--- src/rtl/ps2_keymap_fifo.sv ---
// PS/2 set-2 byte parser with JIS-106 keymap feeding a show-ahead character FIFO.
// Optional build macro KEYMAP_UNKNOWN_PUSH_EN: unmapped make codes push UNKNOWN_CHAR.
//
// state     | meaning
// S_IDLE    | waiting for a make code or a prefix byte
// S_BRK     | F0 seen, next byte is a released key
// S_EXT     | E0 seen, next byte is an extended key or F0
// S_EXT_BRK | E0 F0 seen, next byte is a released extended key
// S_PAUSE   | E1 seen, swallowing the rest of the pause sequence
module ps2_keymap_fifo #(
    parameter int         FIFO_DEPTH   = 8,
    parameter int         CNT_W        = $clog2(FIFO_DEPTH) + 1,
    parameter logic [7:0] UNKNOWN_CHAR = 8'hFF
) (
    input  logic             clk,
    input  logic             i_rst_n,
    input  logic [7:0]       i_scancode,
    input  logic             i_valid,
    input  logic             i_ready,
    input  logic             i_ovf_clr,
    output logic [7:0]       o_ascii,
    output logic             o_valid,
    output logic [CNT_W-1:0] o_count,
    output logic             o_full,
    output logic             o_overflow,
    output logic             o_shift,
    output logic             o_capslock
);
    localparam int         PTR_W    = $clog2(FIFO_DEPTH);
    localparam logic [2:0] SKIP_LEN = 3'd7;

    typedef enum logic [2:0] {S_IDLE, S_BRK, S_EXT, S_EXT_BRK, S_PAUSE} state_t;

    state_t     state, state_nxt;
    logic [2:0] skip_cnt, skip_nxt;
    logic       lshift, lshift_nxt, rshift, rshift_nxt;
    logic       caps, caps_nxt, caps_held, caps_held_nxt;
    logic       push;
    logic [7:0] push_data;
    logic [8:0] map;

    // Returns {mapped, character}; shift and camel come from the pre-byte modifier state.
    function automatic logic [8:0] keymap(input logic [7:0] code, input logic shift,
                                          input logic camel);
        logic [7:0] lower;
        logic [8:0] res;
        res = 9'h000;
        case (code)
            8'h1C: lower = 8'h61;  8'h32: lower = 8'h62;  8'h21: lower = 8'h63;
            8'h23: lower = 8'h64;  8'h24: lower = 8'h65;  8'h2B: lower = 8'h66;
            8'h34: lower = 8'h67;  8'h33: lower = 8'h68;  8'h43: lower = 8'h69;
            8'h3B: lower = 8'h6A;  8'h42: lower = 8'h6B;  8'h4B: lower = 8'h6C;
            8'h3A: lower = 8'h6D;  8'h31: lower = 8'h6E;  8'h44: lower = 8'h6F;
            8'h4D: lower = 8'h70;  8'h15: lower = 8'h71;  8'h2D: lower = 8'h72;
            8'h1B: lower = 8'h73;  8'h2C: lower = 8'h74;  8'h3C: lower = 8'h75;
            8'h2A: lower = 8'h76;  8'h1D: lower = 8'h77;  8'h22: lower = 8'h78;
            8'h35: lower = 8'h79;  8'h1A: lower = 8'h7A;
            default: lower = 8'h00;
        endcase
        if (lower != 8'h00) begin
            res = {1'b1, camel ? lower - 8'h20 : lower};
        end else begin
            case (code)
                8'h16: res = {1'b1, shift ? 8'h21 : 8'h31};
                8'h1E: res = {1'b1, shift ? 8'h22 : 8'h32};
                8'h26: res = {1'b1, shift ? 8'h23 : 8'h33};
                8'h25: res = {1'b1, shift ? 8'h24 : 8'h34};
                8'h2E: res = {1'b1, shift ? 8'h25 : 8'h35};
                8'h36: res = {1'b1, shift ? 8'h26 : 8'h36};
                8'h3D: res = {1'b1, shift ? 8'h27 : 8'h37};
                8'h3E: res = {1'b1, shift ? 8'h28 : 8'h38};
                8'h46: res = {1'b1, shift ? 8'h29 : 8'h39};
                8'h45: res = {1'b1, 8'h30};
                8'h4E: res = {1'b1, shift ? 8'h3D : 8'h2D};
                8'h55: res = {1'b1, shift ? 8'h7E : 8'h5E};
                8'h6A: res = {1'b1, shift ? 8'h7C : 8'h5C};
                8'h54: res = {1'b1, shift ? 8'h60 : 8'h40};
                8'h5B: res = {1'b1, shift ? 8'h7B : 8'h5B};
                8'h4C: res = {1'b1, shift ? 8'h2B : 8'h3B};
                8'h52: res = {1'b1, shift ? 8'h2A : 8'h3A};
                8'h5D: res = {1'b1, shift ? 8'h7D : 8'h5D};
                8'h41: res = {1'b1, shift ? 8'h3C : 8'h2C};
                8'h49: res = {1'b1, shift ? 8'h3E : 8'h2E};
                8'h4A: res = {1'b1, shift ? 8'h3F : 8'h2F};
                8'h51: res = {1'b1, 8'h5F};
                8'h66: res = {1'b1, 8'h08};
                8'h5A: res = {1'b1, 8'h0D};
                8'h29: res = {1'b1, 8'h20};
                8'h76: res = {1'b1, 8'h1B};
                default: res = 9'h000;
            endcase
        end
        return res;
    endfunction

    assign o_shift    = lshift | rshift;
    assign o_capslock = caps;

    always_ff @(posedge clk or negedge i_rst_n) begin
        if (!i_rst_n) begin
            state     <= S_IDLE;
            skip_cnt  <= 3'd0;
            lshift    <= 1'b0;
            rshift    <= 1'b0;
            caps      <= 1'b0;
            caps_held <= 1'b0;
        end else begin
            state     <= state_nxt;
            skip_cnt  <= skip_nxt;
            lshift    <= lshift_nxt;
            rshift    <= rshift_nxt;
            caps      <= caps_nxt;
            caps_held <= caps_held_nxt;
        end
    end

    always_comb begin
        state_nxt     = state;
        skip_nxt      = skip_cnt;
        lshift_nxt    = lshift;
        rshift_nxt    = rshift;
        caps_nxt      = caps;
        caps_held_nxt = caps_held;
        push          = 1'b0;
        push_data     = 8'h00;
        map           = keymap(i_scancode, o_shift, o_shift ^ caps);
        if (i_valid) begin
            case (state)
                S_IDLE: begin
                    case (i_scancode)
                        8'hF0: state_nxt = S_BRK;
                        8'hE0: state_nxt = S_EXT;
                        8'hE1: begin
                            state_nxt = S_PAUSE;
                            skip_nxt  = SKIP_LEN;
                        end
                        8'h12: lshift_nxt = 1'b1;
                        8'h59: rshift_nxt = 1'b1;
                        8'h58: begin
                            // Typematic repeats of capslock must not re-toggle.
                            if (!caps_held) caps_nxt = ~caps;
                            caps_held_nxt = 1'b1;
                        end
                        8'h00, 8'hAA, 8'hFA, 8'hFE, 8'hFF: ;
                        default: begin
                            push_data = map[8] ? map[7:0] : UNKNOWN_CHAR;
`ifdef KEYMAP_UNKNOWN_PUSH_EN
                            push      = 1'b1;
`else
                            push      = map[8];
`endif
                        end
                    endcase
                end
                S_BRK: begin
                    state_nxt = S_IDLE;
                    case (i_scancode)
                        8'h12:   lshift_nxt    = 1'b0;
                        8'h59:   rshift_nxt    = 1'b0;
                        8'h58:   caps_held_nxt = 1'b0;
                        default: ;
                    endcase
                end
                S_EXT: begin
                    state_nxt = S_IDLE;
                    case (i_scancode)
                        8'hF0: state_nxt = S_EXT_BRK;
                        8'h5A: begin
                            push      = 1'b1;
                            push_data = 8'h0D;
                        end
                        8'h4A: begin
                            push      = 1'b1;
                            push_data = 8'h2F;
                        end
                        default: ;
                    endcase
                end
                S_EXT_BRK: state_nxt = S_IDLE;
                S_PAUSE: begin
                    skip_nxt = skip_cnt - 3'd1;
                    if (skip_cnt == 3'd1) state_nxt = S_IDLE;
                end
                default: state_nxt = S_IDLE;
            endcase
        end
    end

    logic [7:0]       mem [FIFO_DEPTH];
    logic [PTR_W-1:0] wr_ptr, rd_ptr;
    logic [CNT_W-1:0] count;
    logic             pop, wr_ok, drop;

    assign o_count = count;
    assign o_valid = (count != '0);
    assign o_full  = (count == CNT_W'(FIFO_DEPTH));
    assign o_ascii = o_valid ? mem[rd_ptr] : 8'h00;
    assign pop     = i_ready && o_valid;
    assign wr_ok   = push && (!o_full || pop);
    assign drop    = push && o_full && !pop;

    always_ff @(posedge clk) begin
        if (wr_ok) mem[wr_ptr] <= push_data;
    end

    always_ff @(posedge clk or negedge i_rst_n) begin
        if (!i_rst_n) begin
            wr_ptr     <= '0;
            rd_ptr     <= '0;
            count      <= '0;
            o_overflow <= 1'b0;
        end else begin
            if (wr_ok) wr_ptr <= wr_ptr + PTR_W'(1);
            if (pop)   rd_ptr <= rd_ptr + PTR_W'(1);
            case ({wr_ok, pop})
                2'b10:   count <= count + CNT_W'(1);
                2'b01:   count <= count - CNT_W'(1);
                default: ;
            endcase
            // A drop in the same cycle as a clear leaves the flag set.
            if (drop)           o_overflow <= 1'b1;
            else if (i_ovf_clr) o_overflow <= 1'b0;
        end
    end
endmodule

--- config.mk ---
export PLATFORM = sky130hd
export DESIGN_NAME = ps2_keymap_fifo
export DESIGN_NICKNAME = d
export VERILOG_FILES = /design/src/rtl/ps2_keymap_fifo.sv
export SDC_FILE = /design/constraint.sdc
export NUM_CORES = 1
export LEC_CHECK = 0
export ABC_AREA = 1
export CAP_MARGIN = 20
export CORE_UTILIZATION = 45
export DETAILED_ROUTE_END_ITERATION = 6
export PLACE_DENSITY = 0.66
export SLEW_MARGIN = 20
export SYNTH_ARGS = -nofsm -noshare
export SYNTH_HDL_FRONTEND = slang
export SYNTH_SLANG_ARGS = --single-unit
--- constraint.sdc ---
create_clock -name clk -period 2.2 [get_ports clk]
set_input_delay 0.22 -clock clk [delete_from_list [all_inputs] [get_ports clk]]
set_output_delay 0.22 -clock clk [all_outputs]
set_load 0.02 [all_outputs]
==> run_results.csv <==
group,metric,value,unit
logic_synthesis,synth-simple-area-share,28.3,%
worst_hold_path,hp-class,"primary input to asynchronous set/reset pin",
timing,fmax,380,MHz
placement,dp_hpwl,11000,µm
timing,fin_setup_tns,-23910,ps
logic_synthesis,synthArstFlopShare,24.7,%
cts,hold_buffers,0,
cts,clk_pin_slew_worst_paths,70,ps
global_route,antenna_found_initial,0,
global_route,grt_pass1_vias,5218,
die,rows,38,
critical_path,cp-end-kind,"flip-flop",
cts,clk_path_buf_depth,2,
timing,finClkSkew,8.55,ps
logic_synthesis,synth_top_family_by_area,"simple AND/OR/NAND/NOR gates",
logic_synthesis,synth_mux_area_share,0.832,%
logic_synthesis,avgSynthCellArea,8.37,µm²
logic_synthesis,synthFlopType,"edfxtp_1",
logic_synthesis,synth_compound_area_share,11.4,%
logic_synthesis,syn_nets,640,
critical_path,reg2reg_slack,-80,ps
finish,antennaDiodeCount,0,
critical_path,r2r_end,"o_count[3]",
timing,period_minus_slack,2630,ps
timing,hold_viol_final,0,
timing,finalSetupViolations,126,
global_route,overflow,0,
placement,gp_congestion,0.971,
finish,drive_gt1_share,43.9,%
timing,layout_setup_ws,-428,ps
timing,rsz0062_at_grt,"true",
global_route,grt_use_total,28.3,%
timing,slew_violations,0,
finish,fin_area,8060,µm²
timing,slew_headroom,64.5,%
logic_synthesis,synth_area,5110,µm²
global_route,grt_pass1_wl,25400,µm
routing,route.detailed.drc,0,
logic_synthesis,synth_edf_count,64,
die,die_area,11800,µm²
die,io_pins,30,
finish,layout.nets,844,
cts,insertion_delay,340,ps
cts,cts_tree,"built",
power,p_per_area,872,nW/µm²
critical_path,startpoint_type,"primary input",
global_route,grt_max_degree,23,
critical_path,critPathCapture,"o_count[3]",
timing,tightest_slew,528,ps
die,fp.dieH,109,µm
logic_synthesis,synth-xor-area-share,1.20,%
flow_run,drv_cap,0,
logic_synthesis,syn_inst,611,
logic_synthesis,yosysSeqAreaShare,47.9,%
critical_path,startpoint,"i_scancode[1]",
finish,final_cells,960,
timing,fin_hold_ws,222,ps
cts,clkSinkCount,85,
routing,via_count,5267,
placement,dpl.cell_count,896,
status,violations,"negative setup slack",
routing,vias_per_cell,5.49,
status,status,"finished with violations",
logic_synthesis,synthAdderAreaFrac,4.06,%
finish,syn2layout_area_growth,57.7,%
cts,cts-buffers-inserted,9,
die,start_util,46.7,%
critical_path,worstPathRequired,2440,ps
logic_synthesis,ys_warn_count,0,
routing,drt_iter0_drc,325,
die,die_x,109,µm
critical_path,reg2reg_from,"state[2]",
critical_path,worstSetupPathType,"primary input to flip-flop",
routing,drt_wl_total,16300,µm
critical_path,path_max_fanout,6,
power,power.total,7.03,mW
logic_synthesis,yosysUniqueCellTypes,40,
die,core-area,10900,µm²
power,ir_worst_vdd,767,µV
critical_path,r2r_cells,19,
power,p_leak,3.56,nW
cts,cts-root-buf,"clkbuf_16",
placement,post_dp_cell_area,6780,µm²
placement,io_buffers,29,
logic_synthesis,ys_ff_latch,85,
cts,htreeDepth,3,
critical_path,arrival,2860,ps
routing,drt_pass1_iterations,5,
routing,wl_per_cell,16.9,µm
routing,ant_nets,0,
timing,period_share,119,%
==> cell usage in the layout, fill, tap and decap left out, types with 9 or more instances in the layout <==
cell type / Yosys / layout
a31oi_1: 11 / 10
inv_2: 8 / 12
buf_12: 0 / 10
nor3_4: 0 / 9
o21ai_0: 58 / 53
inv_1: 60 / 48
clkbuf_16: 0 / 9
nor2_1: 112 / 89
nor3_1: 22 / 9
buf_6: 1 / 21
nor2_4: 1 / 18
nand2_4: 4 / 12
buf_4: 3 / 146
nor2_2: 14 / 20
nand2_1: 98 / 67
nand3_1: 34 / 26
nand2_2: 9 / 28
edfxtp_1: 64 / 64
clkdlybuf4s50_1: 0 / 13
dfrtp_1: 21 / 21
==> worst max-delay path: stages <==
cell and delay [ps]:
buf_8 80, clkinvlp_4 140, ha_4 230, buf_4 140, nand2_2 120, nor2_4 60
nor2_1 140, nand2_1 90, nor2_2 130, nand2_2 70, nor2_4 120, nand3_2 90
nand2_2 90, nand2_4 60, nand2_4 100, nand2_4 60, inv_4 60, ha_4 210
nand2_2 60, nand2_2 60, a31oi_4 180, nand3_2 90, nand2_2 70, nand2_1 60
nand2_1 80, nand2_1 50
==> how the worst min path moves through the flow <==
stage                       start   endpoint  slack, ps
final                     i_rst_n  rd_ptr[1]        220
after global routing      i_rst_n  rd_ptr[1]        240
after CTS                 i_rst_n  wr_ptr[0]        220
after detailed placement   lshift     lshift        490
after global placement     lshift     lshift        470
after floorplan           i_rst_n  caps_held        -80
==> Yosys cell counts, types with 3 or more instances <==
cell type,n,share of area (%)
dfrtp_1,21,10
nand2_1,98,7.2
a31oi_1,11,1.3
o21ai_0,58,5.7
nor2_1,112,8.2
buf_4,3,0.44
inv_2,8,0.59
nand4_1,6,0.73
xor2_1,6,1.0
nor3_1,22,2.2
o211ai_1,3,0.44
o22ai_1,9,1.1
nand3_1,34,3.3
nand3_2,3,0.59
nor4_1,3,0.37
clkbuf_1,9,0.66
edfxtp_1,64,38
nand2_4,4,0.88
inv_1,60,4.4
a21oi_1,12,1.2
nand2_2,9,1.1
ha_1,15,3.7
nor2_2,14,1.7
o21ai_1,4,0.39
==> routing by layer <==
layer	part of all wire [%]	global-route usage (%)	routed length, µm
met2	52	51.0	8520
met1	39	32.3	6390
met4	4.3	13.8	697
met3	4.1	4.82	663
met5	0	0	0
==> power by group <==
part	switching, mW	total (mW)	leakage, nW	internal, mW
clock network	0.649	1.46	0.142	0.815
registers	0.186	2.14	0.854	1.95
logic	1.99	3.42	2.57	1.43
==> what timing repair did <==
| action | in CTS | in global routing |
|---|---|---|
| setup buffers | 36 | 16 |
| gates resized for setup | 158 | 74 |
| endpoints found under the setup margin | 144 | 140 |
| pin swaps | 52 | 53 |
| cloned | 1 | 0 |
==> metrics by stage <==
| step | utilization (%) | setup slack (ps) |
|---|---|---|
| floorplan | - | -449 |
| global placement | 62.0 | -1180 |
| detailed placement | 62.0 | -1250 |
| CTS | 71.1 | -258 |
| global route | 73.7 | -600 |
| finish | 73.7 | -428 |
==> flip-flops by register name, indices dropped and copies added (netlist names) <==
| signal | cells |
|---|---|
| o_count | 4 |
| mem | 64 |
| o_capslock | 1 |
| rshift | 1 |
| lshift | 1 |
| wr_ptr | 3 |
| caps_held | 1 |
| state | 3 |
| skip_cnt | 3 |
| rd_ptr | 3 |
| o_overflow | 1 |
==> cell type report <==
type,count,area (µm²)
clock buffer,10,239
timing repair buffer,205,1780
sequential,85,2450
inverter,68,278
fill,779,2870
multi-input combinational,446,3080
tap,140,175
clock inverter,6,53.8
==> cells by family (layout without fill, tap and decap cells) <==
family | count (synthesis) | in the layout
and+or+nand+nor | 314 | 315
xor gates and xnor gates | 7 | 7
adders and majority gates | 16 | 16
muxes | 4 | 4
buffers and inverters | 81 | 289
AOI/OAI and AO/OA | 104 | 104
DFF | 85 | 85
(Power assumes the default switching activity.)
